## config.mk

```make
export PLATFORM = sky130hd
export DESIGN_NAME = serial_subtractor_flat
export DESIGN_NICKNAME = d
export VERILOG_FILES = /design/src/rtl/serial_subtractor_if.sv /design/src/rtl/serial_subtractor.sv /design/src/flat_wrapper.sv
export SDC_FILE = /design/constraint.sdc
export NUM_CORES = 1
export LEC_CHECK = 0
export BUFFER_PORTS_ARGS = -buffer_cell sky130_fd_sc_hd__buf_4
export CAP_MARGIN = 10
export CORE_UTILIZATION = 56
export DETAILED_ROUTE_END_ITERATION = 12
export MAX_ROUTING_LAYER = met4
export PLACE_DENSITY = 0.81
export SLEW_MARGIN = 25
export SYNTH_ARGS = -nofsm -noshare
export SYNTH_HDL_FRONTEND = slang
export SYNTH_SLANG_ARGS = --single-unit
```

## constraint.sdc

```tcl
create_clock -name clk -period 2 [get_ports clk]
set_input_delay 0.1 -clock clk [delete_from_list [all_inputs] [get_ports clk]]
set_output_delay 0.1 -clock clk [all_outputs]
set_load 0.01 [all_outputs]
```

## src/rtl/serial_subtractor_if.sv

```systemverilog
// Handshake and operand/result bundle for serial_subtractor.
// Port ovf exists only when SERIAL_SUB_OVF_EN is defined.
interface serial_subtractor_if #(
  parameter int unsigned WIDTH = 8
);
  logic             start;
  logic [WIDTH-1:0] a;
  logic [WIDTH-1:0] b;
  logic             bin;
  logic             busy;
  logic             done;
  logic [WIDTH-1:0] diff;
  logic             borrow;
`ifdef SERIAL_SUB_OVF_EN
  logic             ovf;

  modport master (output start, a, b, bin, input busy, done, diff, borrow, ovf);
  modport slave  (input start, a, b, bin, output busy, done, diff, borrow, ovf);
`else
  modport master (output start, a, b, bin, input busy, done, diff, borrow);
  modport slave  (input start, a, b, bin, output busy, done, diff, borrow);
`endif
endinterface

```

## src/rtl/serial_subtractor.sv

```systemverilog
// Multi-cycle subtractor: diff = a - b - bin, CHUNK bits per cycle, LSB first.
// Optional SERIAL_SUB_OVF_EN adds a signed-overflow flag (ovf).
module serial_subtractor #(
  parameter int unsigned WIDTH = 8,
  parameter int unsigned CHUNK = 1
) (
  input logic               clk,
  input logic               rst,
  serial_subtractor_if.slave bus
);

  localparam int unsigned N    = WIDTH / CHUNK;
  localparam int unsigned CntW = (N > 1) ? $clog2(N) : 1;

  typedef enum logic [1:0] {StIdle, StRun, StDone} state_e;

  state_e           state_q;
  logic [WIDTH-1:0] a_q;
  logic [WIDTH-1:0] b_q;
  logic             brw_q;
  logic [WIDTH-1:0] res_q;
  logic [CntW-1:0]  cnt_q;
  logic             busy_q;
  logic             done_q;
  logic [WIDTH-1:0] diff_q;
  logic             borrow_q;

  logic [CHUNK:0]   sub_ext;
  logic [CHUNK-1:0] dchunk;
  logic             bout;
  logic [WIDTH-1:0] res_next;
  logic             last;

  always_comb begin
    sub_ext  = {1'b0, a_q[CHUNK-1:0]} - {1'b0, b_q[CHUNK-1:0]} - {{CHUNK{1'b0}}, brw_q};
    dchunk   = sub_ext[CHUNK-1:0];
    bout     = sub_ext[CHUNK];
    // New chunk enters at the MSB end; after N shifts the LSB chunk sits at bit 0.
    res_next = WIDTH'({dchunk, res_q} >> CHUNK);
    last     = (cnt_q == CntW'(N - 1));
  end

`ifdef SERIAL_SUB_OVF_EN
  logic ovf_q;
  logic ovf_next;

  // Borrow into the top bit is recovered from that bit's own sum: a ^ b ^ bin = d.
  always_comb begin
    ovf_next = (a_q[CHUNK-1] ^ b_q[CHUNK-1] ^ dchunk[CHUNK-1]) ^ bout;
  end

  assign bus.ovf = ovf_q;
`endif

  always_ff @(posedge clk or posedge rst) begin
    if (rst) begin
      state_q  <= StIdle;
      a_q      <= '0;
      b_q      <= '0;
      brw_q    <= 1'b0;
      res_q    <= '0;
      cnt_q    <= '0;
      busy_q   <= 1'b0;
      done_q   <= 1'b0;
      diff_q   <= '0;
      borrow_q <= 1'b0;
`ifdef SERIAL_SUB_OVF_EN
      ovf_q    <= 1'b0;
`endif
    end else begin
      unique case (state_q)
        StIdle, StDone: begin
          done_q <= 1'b0;
          if (bus.start) begin
            a_q     <= bus.a;
            b_q     <= bus.b;
            brw_q   <= bus.bin;
            res_q   <= '0;
            cnt_q   <= '0;
            busy_q  <= 1'b1;
            state_q <= StRun;
          end else begin
            state_q <= StIdle;
          end
        end
        StRun: begin
          a_q   <= a_q >> CHUNK;
          b_q   <= b_q >> CHUNK;
          brw_q <= bout;
          res_q <= res_next;
          cnt_q <= cnt_q + CntW'(1);
          if (last) begin
            state_q  <= StDone;
            busy_q   <= 1'b0;
            done_q   <= 1'b1;
            diff_q   <= res_next;
            borrow_q <= bout;
`ifdef SERIAL_SUB_OVF_EN
            ovf_q    <= ovf_next;
`endif
          end
        end
        default: state_q <= StIdle;
      endcase
    end
  end

  assign bus.busy   = busy_q;
  assign bus.done   = done_q;
  assign bus.diff   = diff_q;
  assign bus.borrow = borrow_q;

endmodule

```

## src/flat_wrapper.sv

```systemverilog
// flat-port wrapper written by rule: the top's interface ports become plain ports
module serial_subtractor_flat 
#(
  parameter int unsigned WIDTH = 8,
  parameter int unsigned CHUNK = 1
)
  (clk, rst, bus_start, bus_a, bus_b, bus_bin, bus_busy, bus_done, bus_diff, bus_borrow);
  serial_subtractor_if #(.WIDTH(WIDTH)) bus_i ();
  input logic clk;
  input logic rst;
  input wire logic [$bits(bus_i.start)-1:0] bus_start;
  input wire logic [$bits(bus_i.a)-1:0] bus_a;
  input wire logic [$bits(bus_i.b)-1:0] bus_b;
  input wire logic [$bits(bus_i.bin)-1:0] bus_bin;
  output wire logic [$bits(bus_i.busy)-1:0] bus_busy;
  output wire logic [$bits(bus_i.done)-1:0] bus_done;
  output wire logic [$bits(bus_i.diff)-1:0] bus_diff;
  output wire logic [$bits(bus_i.borrow)-1:0] bus_borrow;
  assign bus_i.start = bus_start;
  assign bus_i.a = bus_a;
  assign bus_i.b = bus_b;
  assign bus_i.bin = bus_bin;
  assign bus_busy = bus_i.busy;
  assign bus_done = bus_i.done;
  assign bus_diff = bus_i.diff;
  assign bus_borrow = bus_i.borrow;
  serial_subtractor #(.WIDTH(WIDTH), .CHUNK(CHUNK)) u_core (.clk(clk), .rst(rst), .bus(bus_i));
endmodule
```

==> flow_summary.yaml, run 1 <==
sta:
  fin_skew_ns: 0.0104
  setup-violations-final: 0
  relSlewSlack_pct: 64.9
  hold_viol: 0
  min_period_ns: 1.53
  worstMarginPinSlew_ns: 0.526
  fmax_mhz: 653
  slew_viol_final: 0
  layout_setup_ws_ns: 0.470
  rsz0062_at_grt: "no"
  fin_tns_setup_ns: 0
  period_share_pct: 76.5
cts:
  postCtsHoldBufs: 3
  postCtsSetupRepairBufs: 0
  clock_path_buffers: 2
  cts_resized: 0
  cts_root_buf: "clkbuf_4"
  path_clk_slew_ns: 0.11
  clkLatencyLatePin_ns: 0.33
  cts_made_buffers: 5
  cts_sinks: 40
  cts_max_level: 2
  cts_tree: "yes"
global_route:
  grt_max_degree: 41
  grt_antenna_before_repair: 0
  overflow: 0
  grt_usage_pct: 22.2
  grt_pass1_wl_um: 5980
  grt_pass1_vias: 1363
logic_synthesis:
  mappedNetlistArea_um2: 2020
  async_flop_share_pct: 100
  netlist_top_cells_area: "dfrtp_1, mux2i_1, mux2_4"
  synth_edf_count: 0
  synth_top_area_cell: "dfrtp_1"
  synth_commonest_cells: "dfrtp_1, nor2b_1, mux2i_1"
  ys.flop_type: "dfrtp_1"
  synthCells: 175
  synth-seq-cells: 40
  yosysUniqueCellTypes: 29
  yosys_warnings: 0
  yosysMostFrequentCell: "dfrtp_1"
  yosysSeqAreaShare_pct: 49.7
  syn_nets: 198
  synth_top_area_share_pct: 49.7
  syn_area_per_cell_um2: 11.5
detailed_routing:
  via_per_inst: 5.38
  wl_um: 3600
  wl_met1_um: 1670
  drt_iter0_markers: 46
  wl_met3_um: 101
  ant_nets: 0
  remaining_drc_errors: 0
  num_vias: 1371
  post_drt_wl_per_cell_um: 14.1
  dr.pass1.iters: 3
  met2WireLength_um: 1790
  dr.max_layer_used: "met4"
pwr:
  p_leak_uw: 0.00106
  irDropWorstVdd_v: 0.000678
  power.density_nw_per_um2: 1400
cells_and_area:
  nNetsFinal: 232
  drive_above_1_share_pct: 28.7
  nFillCells: 251
  post-route-util_pct: 68.4
  stdcell_count: 255
  antenna_cells: 0
  fin_area_um2: 2320
  area_growth_pct: 15.1
placed_design:
  port_buffers: 30
  dpl_worst_slack_ns: 0.481
  gp_congestion: 0.718
  dp.cells: 245
  postPlaceCellArea_um2: 2240
  hpwlAfterDp_um: 2550
die:
  die_w_um: 62.0
  die_h_um: 62.0
  io_pins: 31
  dieArea_um2: 3840
  placementRows: 21
  start_util_pct: 59.5
  coreArea_um2: 3390
worst_setup_path:
  required_ns: 2.22
  critPathKind: "flop to flop"
  critPathMaxFanout: 11
  worstSetupStartpointType: "flop"
  crit_arrival_ns: 1.75
  end_kind: "flop"
min_path:
  hold_path_class: "primary input to flop"
run_status:
  status: "finished, final reports clean"
run:
  max_cap_viol_count: 0
## flip-flops by register name, summed over array words and instances, names as in the netlist
name               flops
u_core.res_q           7
u_core.bus.done        1
u_core.b_q             8
u_core.bus.busy        1
u_core.brw_q           1
u_core.state_q         2
u_core.cnt_q           3
u_core.bus.borrow      1
u_core.bus.diff        8
u_core.a_q             8
## worst max-delay path, cell delays in order (launching register included)
cell,delay [ns]
dfrtp_1,0.43
ha_1,0.21
ha_1,0.23
nand3b_4,0.20
mux2_2,0.35
## logic make-up after synthesis
group | Yosys count | share of synthesized area [%]
adders and majority gates | 3 | 2.23
muxes | 28 | 16.2
and+or+nand+nor | 44 | 12.4
AOI/OAI and AO/OA | 43 | 13.3
buffers and inverters | 16 | 5.71
xor gates and xnor gates | 1 | 0.435
DFF | 40 | 49.7
## cell type report
cell class | count | area, µm² | area share, %
Sequential cell | 40 | 1000 | 43.2
Multi-Input combinational cell | 119 | 900 | 38.8
Timing Repair Buffer | 39 | 300 | 12.9
Tap cell | 46 | 57.6 | 2.48
Clock buffer | 6 | 41.3 | 1.78
Inverter | 4 | 15.0 | 0.647
Clock inverter | 1 | 5.00 | 0.216
## worst paths after layout
| kind | endpoint | slack (ns) | cells after the start | startpoint |
|---|---|---|---|---|
| max in group asynchronous | u_core.brw_q | 1.20 | 4 | rst |
| hold reg to reg | u_core.bus.done | 0.50 | 1 | u_core.bus.done |
| min in group asynchronous | u_core.bus.diff[6] | 0.45 | 4 | rst |
| hold / removal | u_core.a_q[4] | 0.02 | 3 | bus_a[4] |
| setup / recovery | u_core.bus.borrow | 0.47 | 4 | u_core.cnt_q[0] |
| setup reg to reg | u_core.bus.borrow | 0.47 | 4 | u_core.cnt_q[0] |
## power breakdown
| part | internal, µW | total (µW) | switching, µW |
|---|---|---|---|
| registers | 1180 | 1500 | 317 |
| clock network | 130 | 365 | 235 |
| logic | 785 | 1390 | 602 |
## through the flow
step / hold slack (ns) / total power [µW]
2_1_floorplan: 0.228 / 2470
3_3_place_gp: 0.251 / 2820
3_5_place_dp: 0.264 / 2920
4_1_cts: 0.00735 / 3290
5_1_grt: 0.0151 / 3540
6_report: 0.0248 / 3250
## cell usage in the layout (no fill, tap or decap)
cell           count
clkinv_2           1
nand2_1            9
a22o_1             3
clkbuf_4           5
nor3_1             3
o21ai_0           11
o21bai_1           1
inv_1              4
a211oi_1          11
nand3_1            2
nand2b_1          10
o22ai_1            3
ha_1               2
mux2_2             9
fa_1               1
o21a_1             1
clkbuf_1           1
nand3b_4           1
mux2_4             7
nor2b_2            1
xnor2_1            1
dlygate4sd3_1      3
a21oi_1           11
dfrtp_1           40
nor2_1             5
buf_4             36
o2bb2ai_1          1
nor2b_1           13
a22oi_1            1
mux2i_1           12
## routing by layer
metal  vias up  GRT usage (%)
li1        681              -
met1       662           27.5
met2        24           35.9
met3         4           6.83
met4         0           4.76
met5         -              -
No activity file was read; power rests on OpenSTA's default activity.
==> run 2, diff against run 1 <==
==> constraint.sdc (replaced) <==
create_clock -name clk -period 1.5 [get_ports clk]
set_input_delay 0.075 -clock clk [delete_from_list [all_inputs] [get_ports clk]]
set_output_delay 0.075 -clock clk [all_outputs]
set_load 0.01 [all_outputs]
==> run 2 against run 1 <==
  * Maximum frequency up 6.9%
  * Clock skew increased by 0.0051 ns
  * Critical path type unchanged
  * Power grew 43%
  * Combinational power up 42%
  * Final cell count up 4.7%
  * Critical endpoint is now u_core.bus.diff[7]
  * Largest power group is now combinational cells
==> flow_summary.yaml, run 2 (synthesis gave the netlist of run 1 again) <==
run_status:
  status: "finished, final reports clean"
detailed_routing:
  via_per_inst: 5.38
  num_vias: 1437
  drt_iter0_markers: 25
  ant_nets: 0
  remaining_drc_errors: 0
  post_drt_wl_per_cell_um: 14.5
  wl_um: 3870
  dr.pass1.iters: 4
cts:
  cts_root_buf: "clkbuf_4"
  cts_max_level: 2
  clock_path_buffers: 2
  path_clk_slew_ns: 0.12
  cts_tree: "yes"
  cts_made_buffers: 5
  cts_sinks: 40
  clkLatencyLatePin_ns: 0.35
placed_design:
  gp_congestion: 0.717
  port_buffers: 30
  hpwlAfterDp_um: 2590
  postPlaceCellArea_um2: 2270
  dp.cells: 247
min_path:
  hold_depth: 3
  hold_path_class: "primary input to flop"
die:
  coreArea_um2: 3390
  placementRows: 21
  die_w_um: 62.0
  io_pins: 31
  die_h_um: 62.0
  dieArea_um2: 3840
  start_util_pct: 59.5
worst_setup_path:
  cp.depth: 6
  critPathKind: "flop to flop"
  worstRegToRegCells: 6
  ff2ff_setup_slack_ns: 0.07
  worstSetupStartpointType: "flop"
  cpLargestDelayFamily: "flip-flops"
  cpPeakStageDelay_ns: 0.40
  slowest_stage: "dfrtp_1"
  crit_buf_inv: 1
  end_kind: "flop"
  required_ns: 1.72
  critPathMaxFanout: 4
  crit_arrival_ns: 1.65
  cp_cell_sequence: "ha_1, ha_2, nand3b_2, buf_4, nand2_1, o21ai_0"
pwr:
  combPwrFrac_pct: 42.7
  irDropWorstVdd_v: 0.000921
  net-switching-power_uw: 1610
  switching_share_pct: 34.7
  seqPwrFrac_pct: 42.4
  clockPowerShare_pct: 14.9
  p_int_uw: 3030
  power.density_nw_per_um2: 1880
  p_leak_uw: 0.00112
sta:
  period_share_pct: 95.4
  fin_tns_setup_ns: 0
  fmax_mhz: 699
  fin_skew_ns: 0.0155
  min_period_ns: 1.43
  hold_viol: 0
  slew_viol_final: 0
  setup-violations-final: 0
  relSlewSlack_pct: 76.1
  worstMarginPinSlew_ns: 0.358
global_route:
  grt_pass1_vias: 1366
  grt_antenna_before_repair: 0
  grt_max_degree: 35
  grt_usage_pct: 22.8
  overflow: 0
  grt_pass1_wl_um: 6090
cells_and_area:
  drive_above_1_share_pct: 29.9
  fin_area_um2: 2470
  final_cell_mix: "dfrtp_1, buf_4, nor2b_1"
  post-route-util_pct: 72.8
  nFillCells: 239
  nNetsFinal: 243
  mostFrequentLayoutCell: "dfrtp_1"
  antenna_cells: 0
  area_growth_pct: 22.5
  stdcell_count: 267
run:
  max_cap_viol_count: 0
-- run 2: cell count changes in the layout (fill, tap and decap cells not counted) --
cell,change
buf_12,+1
buf_4,+2
dlygate4sd3_1,+7
bufinv_16,+1
ha_1,-1
ha_2,+1
nand3b_2,+1
-- run 2: path summary, 6_finish.rpt --
kind,startpoint,end
worst max-delay path,u_core.cnt_q[1],u_core.bus.diff[7]
min in group asynchronous,rst,u_core.b_q[3]
worst min register to register,u_core.bus.done,u_core.bus.done
worst max register to register,u_core.cnt_q[1],u_core.bus.diff[7]
worst min-delay path,bus_bin,u_core.brw_q
max in group asynchronous,rst,u_core.res_q[7]
-- run 2: layer usage --
layer  global-route usage (%)  vias to the layer above  share of wire, %
met5                        -                        -                 0
met4                     9.52                        0               1.8
met3                     4.97                        7               2.9
li1                         -                      708                 -
met2                     36.0                       35                49
met1                     28.5                      687                46
-- run 2: cell type report --
cell class                      instances  area, µm²  area share [%]
Inverter                                4       15.0           0.608
Tap cell                               46       57.6            2.33
Multi-Input combinational cell        120        913            37.0
Sequential cell                        40       1000            40.5
Clock inverter                          2       35.0            1.42
Timing Repair Buffer                   49        405            16.4
Clock buffer                            6       41.3            1.67
-- run 2: what timing repair did --
action | in CTS | in global routing
resized for setup | 0 | 1
endpoints found under the setup margin | 0 | 2
buffers inserted | 0 | 1
hold buffers | 10 | 0
endpoints found under the hold margin | 49 | 0
-- run 2: metrics by stage --
step	total power (µW)	setup WS [ns]	hold WS, ns
detailed placement	3920	0.0282	0.115
finish	4640	0.0687	0.00208
global route	4980	-0.0188	0.0153
CTS	4640	0.0138	0.000373
global placement	3790	0.0629	0.103
floorplan	3300	0.0557	0.203
-- run 2: worst reg2reg max path, delay by kind of cell (launching register included) --
| family | cells | cell delay, ns |
|---|---|---|
| adder cells (fa/ha/maj) | 2 | 0.39 |
| AND/OR/NAND/NOR | 2 | 0.24 |
| AO/OA/AOI/OAI | 1 | 0.09 |
| buffers and inverters | 1 | 0.19 |
| flip-flops | 1 | 0.40 |
-- run 2: power groups by stage --
stage / Combinational [µW] / Sequential, µW / Clock (µW)
3_3_place_gp: 1850 / 1940 / 0
3_5_place_dp: 1950 / 1980 / 0
4_1_cts: 1980 / 1960 / 707
6_report: 1980 / 1970 / 691
2_1_floorplan: 1370 / 1930 / 0
5_1_grt: 2220 / 2030 / 737
==> run 3, diff against run 2 <==
--- a/config.mk
+++ b/config.mk
@@ -7,10 +7,10 @@
 export LEC_CHECK = 0
 export BUFFER_PORTS_ARGS = -buffer_cell sky130_fd_sc_hd__buf_4
 export CAP_MARGIN = 10
-export CORE_UTILIZATION = 56
+export CORE_UTILIZATION = 25
 export DETAILED_ROUTE_END_ITERATION = 12
 export MAX_ROUTING_LAYER = met4
-export PLACE_DENSITY = 0.81
+export PLACE_DENSITY = 0.44
 export SLEW_MARGIN = 25
 export SYNTH_ARGS = -nofsm -noshare
 export SYNTH_HDL_FRONTEND = slang
==> run 3 against run 2 <==
  * Hold slack better by 0.0065 ns
  * Combinational power is essentially flat
  * First-iteration DRC count grew 52%
  * Critical path depth decreased by 2
  * Critical path type unchanged
  * Largest cell class unchanged
==> flow_summary.yaml, run 3 (synthesis gave the netlist of run 1 again) <==
worst_setup_path:
  crit_arrival_ns: 1.60
  ff2ff_setup_slack_ns: 0.08
  critPathKind: "flop to flop"
  slowest_stage: "dfrtp_1"
  cpPeakStageDelay_ns: 0.40
  end_kind: "flop"
  cpLargestDelayFamily: "adder cells"
  r2r_start: "u_core.cnt_q[0]"
  rr_endpoint: "u_core.bus.borrow"
  worstSetupStartpointType: "flop"
  crit_buf_inv: 0
  required_ns: 1.68
  critPathMaxFanout: 5
  cp_cell_sequence: "ha_1, ha_2, nand3b_4, mux2_2"
  worstRegToRegCells: 4
sta:
  min_period_ns: 1.42
  setup-violations-final: 0
  worstMarginPinSlew_ns: 0.510
  slew_viol_final: 0
  layout_setup_ws_ns: 0.0841
  fin_skew_ns: 0.00639
  rsz0062_at_grt: "no"
  hold_viol: 0
  period_share_pct: 94.4
  relSlewSlack_pct: 66.0
  fin_tns_setup_ns: 0
  fmax_mhz: 706
pwr:
  irDropWorstVdd_v: 0.000652
  p_leak_uw: 0.00114
  p_total_uw: 4900
  power.density_nw_per_um2: 1930
cells_and_area:
  antenna_cells: 0
  final_cell_mix: "buf_4, dfrtp_1, nor2b_1"
  nFillCells: 815
  nNetsFinal: 238
  drive_above_1_share_pct: 32.4
  fin_area_um2: 2540
  mostFrequentLayoutCell: "buf_4"
  area_growth_pct: 26.0
detailed_routing:
  num_vias: 1370
  wl_um: 3940
  dr.pass1.iters: 3
  ant_nets: 0
  drt_iter0_markers: 38
  post_drt_wl_per_cell_um: 12.4
  via_per_inst: 4.31
  remaining_drc_errors: 0
cts:
  cts_root_buf: "clkbuf_8"
  clock_path_buffers: 2
  cts_max_level: 2
  cts_tree: "yes"
  cts_sinks: 40
  clkLatencyLatePin_ns: 0.29
  path_clk_slew_ns: 0.08
  cts_made_buffers: 5
die:
  io_pins: 31
  placementRows: 32
  dieArea_um2: 8430
  coreArea_um2: 7770
  start_util_pct: 26.0
  die_h_um: 91.8
  die_w_um: 91.8
global_route:
  groute.layer.met2.usage_pct: 15.4
  top_usage_layer: "met2"
  grtUsageMet1_pct: 14.9
  grt_util_met3_pct: 2.74
  grt_pass1_wl_um: 6900
  overflow: 0
  grt_pass1_vias: 1418
  grt_antenna_before_repair: 0
  grt_max_degree: 41
  grt_usage_pct: 10.8
placed_design:
  port_buffers: 30
  gp_congestion: 0.669
  hpwlAfterDp_um: 2630
  dpl_worst_slack_ns: 0.0000655
  postPlaceCellArea_um2: 2360
min_path:
  whs_endpoint: "u_core.b_q[7]"
  hp-start: "bus_b[7]"
  hold_depth: 2
  hold_path_class: "primary input to flop"
run_status:
  status: "finished, final reports clean"
run:
  max_cap_viol_count: 0
run 3: cell types whose count changed in the layout (fill, tap and decap cells not counted):
cell / change
clkinv_2: -1
clkbuf_4: -5
nand3b_2: -1
buf_4: +3
clkbuf_8: +7
nand3b_4: +1
dlygate4sd3_1: -8
clkbuf_1: -1
run 3: final cells by class:
class	instances	area (µm²)	share of cell area [%]
multi-input cells	120	922	36.3
repair buffers	44	348	13.7
clock buffers	7	96.3	3.79
well taps	102	128	5.02
flip-flops and latches	40	1000	39.4
clock inverters	1	30.0	1.18
inverters	4	15.0	0.591
run 3: worst max path at each step:
stage | from | endpoint | slack (ns) | cells after the start
floorplan | u_core.cnt_q[0] | u_core.bus.diff[0] | 0.06 | 5
global placement | u_core.cnt_q[0] | u_core.bus.borrow | 0.04 | 4
detailed placement | u_core.cnt_q[0] | u_core.bus.borrow | 0.00007 | 4
CTS | u_core.cnt_q[0] | u_core.bus.borrow | 0.01 | 4
global route | u_core.state_q[1] | u_core.res_q[3] | 0.01 | 4
finish | u_core.cnt_q[0] | u_core.bus.borrow | 0.08 | 4
run 3: worst reg2reg max path: stages, from the launching register on:
cell,delay (ns)
dfrtp_1,0.40
ha_1,0.21
ha_2,0.22
nand3b_4,0.14
mux2_2,0.34
run 3: timing repair:
| action | in CTS | in global routing |
|---|---|---|
| endpoints found under the hold margin | 41 | 0 |
| pin swaps | 0 | 0 |
| cloned | 1 | 0 |
| buffers inserted | 1 | 0 |
| endpoints found under the setup margin | 1 | 5 |
| hold buffers | 2 | 0 |
| resized for setup | 0 | 2 |
run 3: power breakdown:
group / leakage [µW] / internal (µW) / switching [µW] / total [µW]
sequential: 0.000488 / 1580 / 385 / 1960
clock: 0.0000645 / 587 / 384 / 971
combinational: 0.000587 / 1140 / 832 / 1970
total: 0.00114 / 3300 / 1600 / 4900
run 3: per-layer routing:
| layer | vias up | wire length (µm) |
|---|---|---|
| met5 | - | 0 |
| met4 | 0 | 40 |
| met3 | 6 | 136 |
| met2 | 28 | 1710 |
| met1 | 635 | 2050 |
| li1 | 701 | - |
run 3: through the flow:
step | std cells | hold WS (ns) | utilization, %
4_1_cts | 318 | 0.00219 | 32.6
2_1_floorplan | 175 | 0.203 | -
3_3_place_gp | 306 | 0.253 | 30.4
6_report | 318 | 0.00853 | 32.7
3_5_place_dp | 306 | 0.248 | 30.4
5_1_grt | 318 | 0.00284 | 32.7
